--- config.mk ---
export PLATFORM = sky130hd
export DESIGN_NAME = fifo_uart_tx
export DESIGN_NICKNAME = d
export VERILOG_FILES = /design/src/rtl/fifo_uart_pkg.sv /design/src/rtl/uart_bit_timer.sv /design/src/rtl/fifo_uart_tx.sv
export SDC_FILE = /design/constraint.sdc
export NUM_CORES = 1
export LEC_CHECK = 0
export CAP_MARGIN = 15
export CORE_MARGIN = 2
export CORE_UTILIZATION = 30
export DETAILED_ROUTE_END_ITERATION = 8
export GPL_TIMING_DRIVEN = 0
export SLEW_MARGIN = 20
export SYNTH_ARGS = -nofsm -noshare
export SYNTH_HDL_FRONTEND = slang
export SYNTH_SLANG_ARGS = --single-unit
export TNS_END_PERCENT = 1
--- constraint.sdc ---
create_clock -name clk -period 3.6 [get_ports clk]
set_input_delay 0.72 -clock clk [delete_from_list [all_inputs] [get_ports clk]]
set_output_delay 0.72 -clock clk [all_outputs]
set_load 0.005 [all_outputs]
--- src/rtl/fifo_uart_pkg.sv ---
// Shared types and defaults for the FIFO-fed UART transmitter.
package fifo_uart_pkg;

  typedef enum logic [2:0] {IDLE, START, DATA, PARITY, STOP} tx_state_t;

  localparam int DEF_CLKS_PER_BIT = 16;

endpackage

--- src/rtl/uart_bit_timer.sv ---
// Bit-period counter: counts 0..CLKS_PER_BIT-1, flags the last cycle of each bit.
module uart_bit_timer
  import fifo_uart_pkg::*;
#(
  parameter int CLKS_PER_BIT = DEF_CLKS_PER_BIT
) (
  input  logic clk,
  input  logic rst_n,
  input  logic load,
  output logic bit_end
);

  localparam int            TW   = $clog2(CLKS_PER_BIT);
  localparam logic [TW-1:0] LAST = TW'(CLKS_PER_BIT - 1);

  logic [TW-1:0] cnt;

  // load restarts the bit period on state entry; otherwise wrap at LAST
  always_ff @(posedge clk) begin
    if (!rst_n)                   cnt <= '0;
    else if (load || cnt == LAST) cnt <= '0;
    else                          cnt <= cnt + 1'b1;
  end

  assign bit_end = (cnt == LAST);

endmodule

--- src/rtl/fifo_uart_tx.sv ---
// Pops words from the byte FIFO and serializes them as back-to-back UART frames.
module fifo_uart_tx
  import fifo_uart_pkg::*;
#(
  parameter int WIDTH        = 8,
  parameter int CLKS_PER_BIT = DEF_CLKS_PER_BIT,
  parameter int PARITY_EN    = 0,
  parameter int PARITY_ODD   = 0,
  parameter int STOP_BITS    = 1
) (
  input  logic             clk,
  input  logic             rst_n,
  input  logic             enable,
  input  logic             fifo_empty,
  input  logic [WIDTH-1:0] fifo_data,
  output logic             fifo_read,
  output logic             tx,
  output logic             busy,
  output logic             frame_done
);

  localparam int IW = (WIDTH > 1) ? $clog2(WIDTH) : 1;

  tx_state_t        state, state_n;
  logic [WIDTH-1:0] shift;
  logic             par;
  logic [IW-1:0]    bit_idx;
  logic             stop_cnt;
  logic             bit_end;
  logic             last_stop;
  logic             pop;
  logic             load;

  assign last_stop = (state == STOP) && bit_end && (stop_cnt == 1'(STOP_BITS - 1));
  // rst_n gate keeps the FIFO untouched while reset is held
  assign pop       = rst_n && enable && !fifo_empty && ((state == IDLE) || last_stop);
  assign load      = (state_n != state);

  uart_bit_timer #(.CLKS_PER_BIT(CLKS_PER_BIT)) u_timer (
    .clk    (clk),
    .rst_n  (rst_n),
    .load   (load),
    .bit_end(bit_end)
  );

  always_ff @(posedge clk) begin
    if (!rst_n) state <= IDLE;
    else        state <= state_n;
  end

  always_comb begin
    state_n = state;
    case (state)
      IDLE:    if (pop) state_n = START;
      START:   if (bit_end) state_n = DATA;
      DATA:    if (bit_end && bit_idx == IW'(WIDTH - 1))
                 state_n = (PARITY_EN != 0) ? PARITY : STOP;
      PARITY:  if (bit_end) state_n = STOP;
      STOP:    if (last_stop) state_n = pop ? START : IDLE;
      default: state_n = IDLE;
    endcase
  end

  // parity is taken from the word at capture, so later fifo_data changes cannot leak in
  always_ff @(posedge clk) begin
    if (!rst_n) begin
      shift    <= '0;
      par      <= 1'b0;
      bit_idx  <= '0;
      stop_cnt <= 1'b0;
    end else begin
      if (pop) begin
        shift <= fifo_data;
        par   <= (^fifo_data) ^ (PARITY_ODD != 0);
      end else if (state == DATA && bit_end) begin
        shift <= shift >> 1;
      end

      if (state != DATA) bit_idx <= '0;
      else if (bit_end)  bit_idx <= bit_idx + 1'b1;

      if (state != STOP) stop_cnt <= 1'b0;
      else if (bit_end)  stop_cnt <= ~stop_cnt;
    end
  end

  always_comb begin
    tx         = 1'b1;
    busy       = (state != IDLE);
    frame_done = last_stop;
    fifo_read  = pop;
    case (state)
      START:   tx = 1'b0;
      DATA:    tx = shift[0];
      PARITY:  tx = par;
      default: tx = 1'b1;
    endcase
  end

endmodule

==> impl_metrics.tcl, run 1 <==
set metrics [dict create \
    hold_viol 0 \
    die_h_microns 60.93 \
    placed_cells 167 \
    cellLeakagePower_nw 0.4928 \
    htree_levels 1 \
    antenna_found_initial 0 \
    root_buffer "clkbuf_4" \
    hold_depth 1 \
    avgRoutedWirePerCell_microns 10.58 \
    power.density_nw_per_um2 349.3 \
    r2r_cells 6 \
    route.met3.wl_microns 104 \
    cpMostUsedCell "clkdlybuf4s50_1" \
    worst_clock_skew_ps 1.204 \
    drive_gt1_frac 0.09449 \
    startpoint_type "input port" \
    path_clk_slew_ps 110 \
    cts_buffers 3 \
    netlist_instances 108 \
    maxCapViolCount 0 \
    worstSkewPairLatency_ps 300 \
    nFillCells 326 \
    wl_met1_microns 830 \
    pre_cts_ws_ps 24.90 \
    highest_layer "met4" \
    die_w_microns 60.93 \
    vias 796 \
    cts_setup_buffers 0 \
    max_freq_mhz 291.2 \
    grt_pass1_wl_mm 3.187 \
    period_share 0.9540 \
    ant_nets 0 \
    start_util 0.3159 \
    drt_iter0_markers 28 \
    tightest_slew_ps 376.9 \
    setup_viol 0 \
    crit_chain "clkdlybuf4s50_1 > nor4b_4 > o211ai_1 > clkbuf_1 > buf_2 > inv_1 > clkdlybuf4s50_1" \
    seq_area_frac_synth 0.4118 \
    slowest_stage "clkdlybuf4s50_1" \
    hp-class "flop to flop" \
    io_pins 16 \
    synth_common_cells "dfxtp_1, a21oi_1, xnor2_1, o21ai_0" \
    synth_flop_cell "dfxtp_1" \
    final.min_clock_period_ps 3434 \
    max_slew_margin 0.7487 \
    synth.top_cell.area_share 0.4118 \
    ys.warnings.count 0 \
    multi_input_area_sq_um 540.5 \
    grt_pass1_vias 787 \
    path_max_fanout 10 \
    cts_resized 1 \
    globalRoute.totalOverflow 0 \
    cp.required_ps 2880 \
    cp_top_family "buffers and inverters" \
    drc 0 \
    core_area_sq_um 3078 \
    cts.sinks 20 \
    synth_seq_cells 20 \
    fin_cells 171 \
    grt_max_degree 12 \
    num_rows 20 \
    cp_num_buf_inv 5 \
    synth_edf_count 0 \
    synth_nets 123 \
    yosysMostFrequentCell "dfxtp_1" \
    path_class "input port to output port" \
    dr_wl_met2_microns 851 \
    syn_to_final_growth_pct 26.38 \
    worstSetupEndpointType "output port" \
    fin_ws_ps 165.6 \
    async_flop_share 0 \
    diodes 0 \
    grtUsageTotal 0.1154 \
    synth_top_cell_by_area "dfxtp_1" \
    drv_slew 0 \
    cts_tree "done" \
    dp.final_hpwl_mm 1.411 \
    synth.distinct_cells 33 \
    max_stage_delay_ps 550 \
    syn-cell-area_sq_um 972.2 \
    die_area_sq_um 3712 \
    ff_latch_area_sq_um 400.4 \
    grt_setup_unrepaired "false" \
    io_buffers 15 \
    avgSynthCellArea_sq_um 9.002 \
    outcome "complete, no violations" \
    crit_cells 7 \
    place_congestion 0.7762 \
    ir_drop_mv 0.1777 \
    arrival_ps 2710 \
    drt_first_pass_iters 4 \
    final_util 0.3992 \
    cts_hold_buf 0 \
    via_per_inst 4.655 \
    ys_top_cells_by_area "dfxtp_1, xnor2_1, mux2i_1" \
    cts_buffer_depth 2 \
    wirelength_mm 1.810 \
    fin_nets 143 \
    tns_ps 0 \
]
-- per-layer routing --
layer	GRT usage	vias to the layer above
met4	0.03727	0
met2	0.1951	16
met5	0	-
met3	0.04478	5
met1	0.1340	357
li1	-	418
-- state kept, by name (all words and copies together), names as in the netlist --
| signal | flops |
|---|---|
| shift | 8 |
| state | 3 |
| par | 1 |
| stop_cnt | 1 |
| bit_idx | 3 |
| u_timer.cnt | 4 |
-- metrics by stage --
| step | power (mW) | hold WS (ps) | instance area, sq um |
|---|---|---|---|
| 2_1_floorplan | 0.2761 | 417.6 | 972.2 |
| 3_3_place_gp | 0.3009 | 429.6 | 1177 |
| 3_5_place_dp | 0.3024 | 438.6 | 1177 |
| 4_1_cts | 0.4355 | 455.5 | 1220 |
| 5_1_grt | 0.4539 | 489.3 | 1229 |
| 6_report | 0.4292 | 457.1 | 1229 |
-- worst paths after layout --
kind                  startpoint        endpoint  slack, ps
setup reg to reg  u_timer.cnt[0]        shift[1]       1730
setup / recovery           rst_n       fifo_read        170
hold reg to reg   u_timer.cnt[0]  u_timer.cnt[0]        460
hold / removal    u_timer.cnt[0]  u_timer.cnt[0]        460
-- kinds of logic (layout without fill, tap and decap cells) --
| family | count (synthesis) | after routing | synth area share |
|---|---|---|---|
| adders and majority gates | 3 | 3 | 0.03861 |
| buffers and inverters | 10 | 29 | 0.04760 |
| muxes | 7 | 7 | 0.07207 |
| and+or+nand+nor | 32 | 32 | 0.1866 |
| AOI/OAI and AO/OA | 25 | 25 | 0.1441 |
| DFF | 20 | 20 | 0.4118 |
| xor gates and xnor gates | 11 | 11 | 0.09910 |
-- worst register-to-register path: cells and delay by family, from the launching register on --
| kind | cells | cell delay [ps] |
|---|---|---|
| adder cells (fa/ha/maj) | 1 | 250 |
| AND/OR/NAND/NOR | 1 | 250 |
| buffers and inverters | 2 | 640 |
| AO/OA/AOI/OAI | 2 | 290 |
| flip-flops | 1 | 340 |
-- report_power, final --
part           internal [mW]  switching (mW)  total [mW]
clock network         0.0617          0.0689       0.131
registers              0.231         0.00750       0.239
logic                 0.0353          0.0248      0.0601
-- area by class of cell --
cell class	instances	area share
plain buffers	5	0.02240
clock buffers	4	0.02953
inverters	5	0.01527
multi-input cells	78	0.4399
flip-flops and latches	20	0.3259
well taps	44	0.04481
repair buffers	15	0.1222
-- cells in the final DEF (no fill, tap or decap), types with 2 or more instances in the layout --
master,Yosys,layout
dfxtp_1,20,20
nor2_1,7,7
mux2i_1,7,7
ha_1,3,3
clkbuf_1,3,3
nand3_1,4,4
nor2b_1,2,2
nor3_1,2,2
clkbuf_4,0,3
inv_1,4,4
nand2_1,7,7
a21oi_1,10,10
o21ai_0,9,9
clkdlybuf4s50_1,0,15
xnor2_1,10,10
(Power assumes the default switching activity.)
==> run 2: changes to the inputs <==
CORE_MARGIN = 5   (was 2)
==> run 2 against run 1 <==
Compared with the run above: final cell count is the same; critical path depth did not move; first-iteration DRC count is 3.6% lower; cell area increased by 1.3%; clock skew is 1.9 ps higher; sequential cell count is the same; core utilization rose by 0.53 points; die area increased by 21%; non-clock buffer count stayed put; via count shrank 0.38%; hold slack improved by 9.0 ps; highest routed layer unchanged.
==> impl_metrics.tcl, run 2 (synthesis gave the netlist of run 1 again) <==
set metrics [dict create \
    drt_first_pass_iters 4 \
    arrival_ps 2700 \
    hold_viol 0 \
    holdWs_ps 466.1 \
    largest_register_ffs 8 \
    io_pins 16 \
    tightest_slew_ps 371.8 \
    core_area_sq_um 3078 \
    max_slew_margin 0.7519 \
    die_w_microns 66.93 \
    grtUsageTotal 0.09253 \
    grt_max_degree 13 \
    grt_setup_unrepaired "false" \
    final.min_clock_period_ps 3422 \
    wirelength_mm 1.828 \
    setup_viol 0 \
    htree_levels 1 \
    fin_nets 143 \
    cts_buffer_depth 2 \
    place_congestion 0.7585 \
    vias 793 \
    globalRoute.totalOverflow 0 \
    mostFrequentLayoutCell "dfxtp_1" \
    root_buffer "clkbuf_4" \
    num_rows 20 \
    cts_buffers 3 \
    cellLeakagePower_nw 0.4998 \
    die_h_microns 66.93 \
    worst_clock_skew_ps 3.128 \
    worstSetupEndpointType "output port" \
    ff_latch_area_sq_um 400.4 \
    cts_setup_buffers 0 \
    multi_input_area_sq_um 540.5 \
    ir_drop_mv 0.1372 \
    maxCapViolCount 0 \
    final_cell_mix "dfxtp_1, clkdlybuf4s50_1, a21oi_1, xnor2_1, o21ai_0" \
    path_class "input port to output port" \
    die_area_sq_um 4479 \
    worstSkewPairLatency_ps 300 \
    max_freq_mhz 292.2 \
    drv_slew 0 \
    cp.required_ps 2880 \
    dp.final_hpwl_mm 1.424 \
    nFillCells 324 \
    drive_gt1_frac 0.09449 \
    avgRoutedWirePerCell_microns 10.69 \
    path_max_fanout 10 \
    hp-class "flop to flop" \
    tns_ps 0 \
    grt_pass1_wl_mm 3.215 \
    cts.sinks 20 \
    power.density_nw_per_um2 388.9 \
    drc 0 \
    drt_iter0_markers 27 \
    largest-register "shift" \
    period_share 0.9505 \
    path_clk_slew_ps 120 \
    start_util 0.3159 \
    syn_to_final_growth_pct 28.06 \
    startpoint_type "input port" \
    diodes 0 \
    antenna_found_initial 0 \
    outcome "complete, no violations" \
    grt_pass1_vias 811 \
    ant_nets 0 \
    via_per_inst 4.637 \
    cts_tree "done" \
    io_buffers 15 \
    reg_top3 "shift (8), u_timer.cnt (4)" \
]
## run 2: where the power goes
part	internal [mW]	switching, mW
Combinational	0.0353	0.0249
Sequential	0.231	0.00758
Clock	0.112	0.0728
## run 2: area by class of cell
cell class | count | share of cell area
clock inverter | 1 | 0.02412
multi-input combinational | 78 | 0.4342
sequential | 20 | 0.3216
buffer | 5 | 0.02211
clock buffer | 3 | 0.01809
timing repair buffer | 15 | 0.1206
inverter | 5 | 0.01508
tap | 44 | 0.04422
## run 2: worst paths after layout
check	startpoint	end	slack, ps	depth (start not counted)
setup / recovery	rst_n	fifo_read	180	7
hold / removal	bit_idx[1]	bit_idx[1]	470	2
setup reg to reg	u_timer.cnt[0]	shift[5]	1740	6
hold reg to reg	bit_idx[1]	bit_idx[1]	470	2
## run 2: stage by stage
stage | power (mW) | cells | util | cell area [sq um] | worst slack, ps
floorplan | 0.2761 | 108 | - | 972.2 | 1281
global placement | 0.3010 | 167 | 0.3825 | 1177 | 77.21
detailed placement | 0.3028 | 167 | 0.3825 | 1177 | 13.87
CTS | 0.4876 | 171 | 0.3996 | 1230 | 7.899
global route | 0.5022 | 171 | 0.4045 | 1245 | 52.76
finish | 0.4842 | 171 | 0.4045 | 1245 | 178.1
## run 2: layer usage
layer	vias to the layer above	track usage	part of all wire
met2	17	0.1609	0.46
met5	-	0	0
met3	2	0.02361	0.061
met4	0	0.03797	0.0077
met1	362	0.1066	0.47
li1	412	-	-
## run 2: timing repair
item,CTS,global route
endpoints found under the hold margin,0,0
setup endpoints to repair,0,1
gates resized for setup,0,2
hold buffers,0,0
## run 2: critical path, stage by stage
cell             delay [ps]
clkdlybuf4s50_1         550
nor4b_4                 260
o211ai_1                160
clkbuf_1                220
buf_2                   230
inv_1                    70
clkdlybuf4s50_1         490
==> run 3: changes to the inputs <==
GPL_ROUTABILITY_DRIVEN = 1   (was unset)
==> results of run 3 <==
Same layout as run 2: the final DEF is identical, and so are final timing and power.
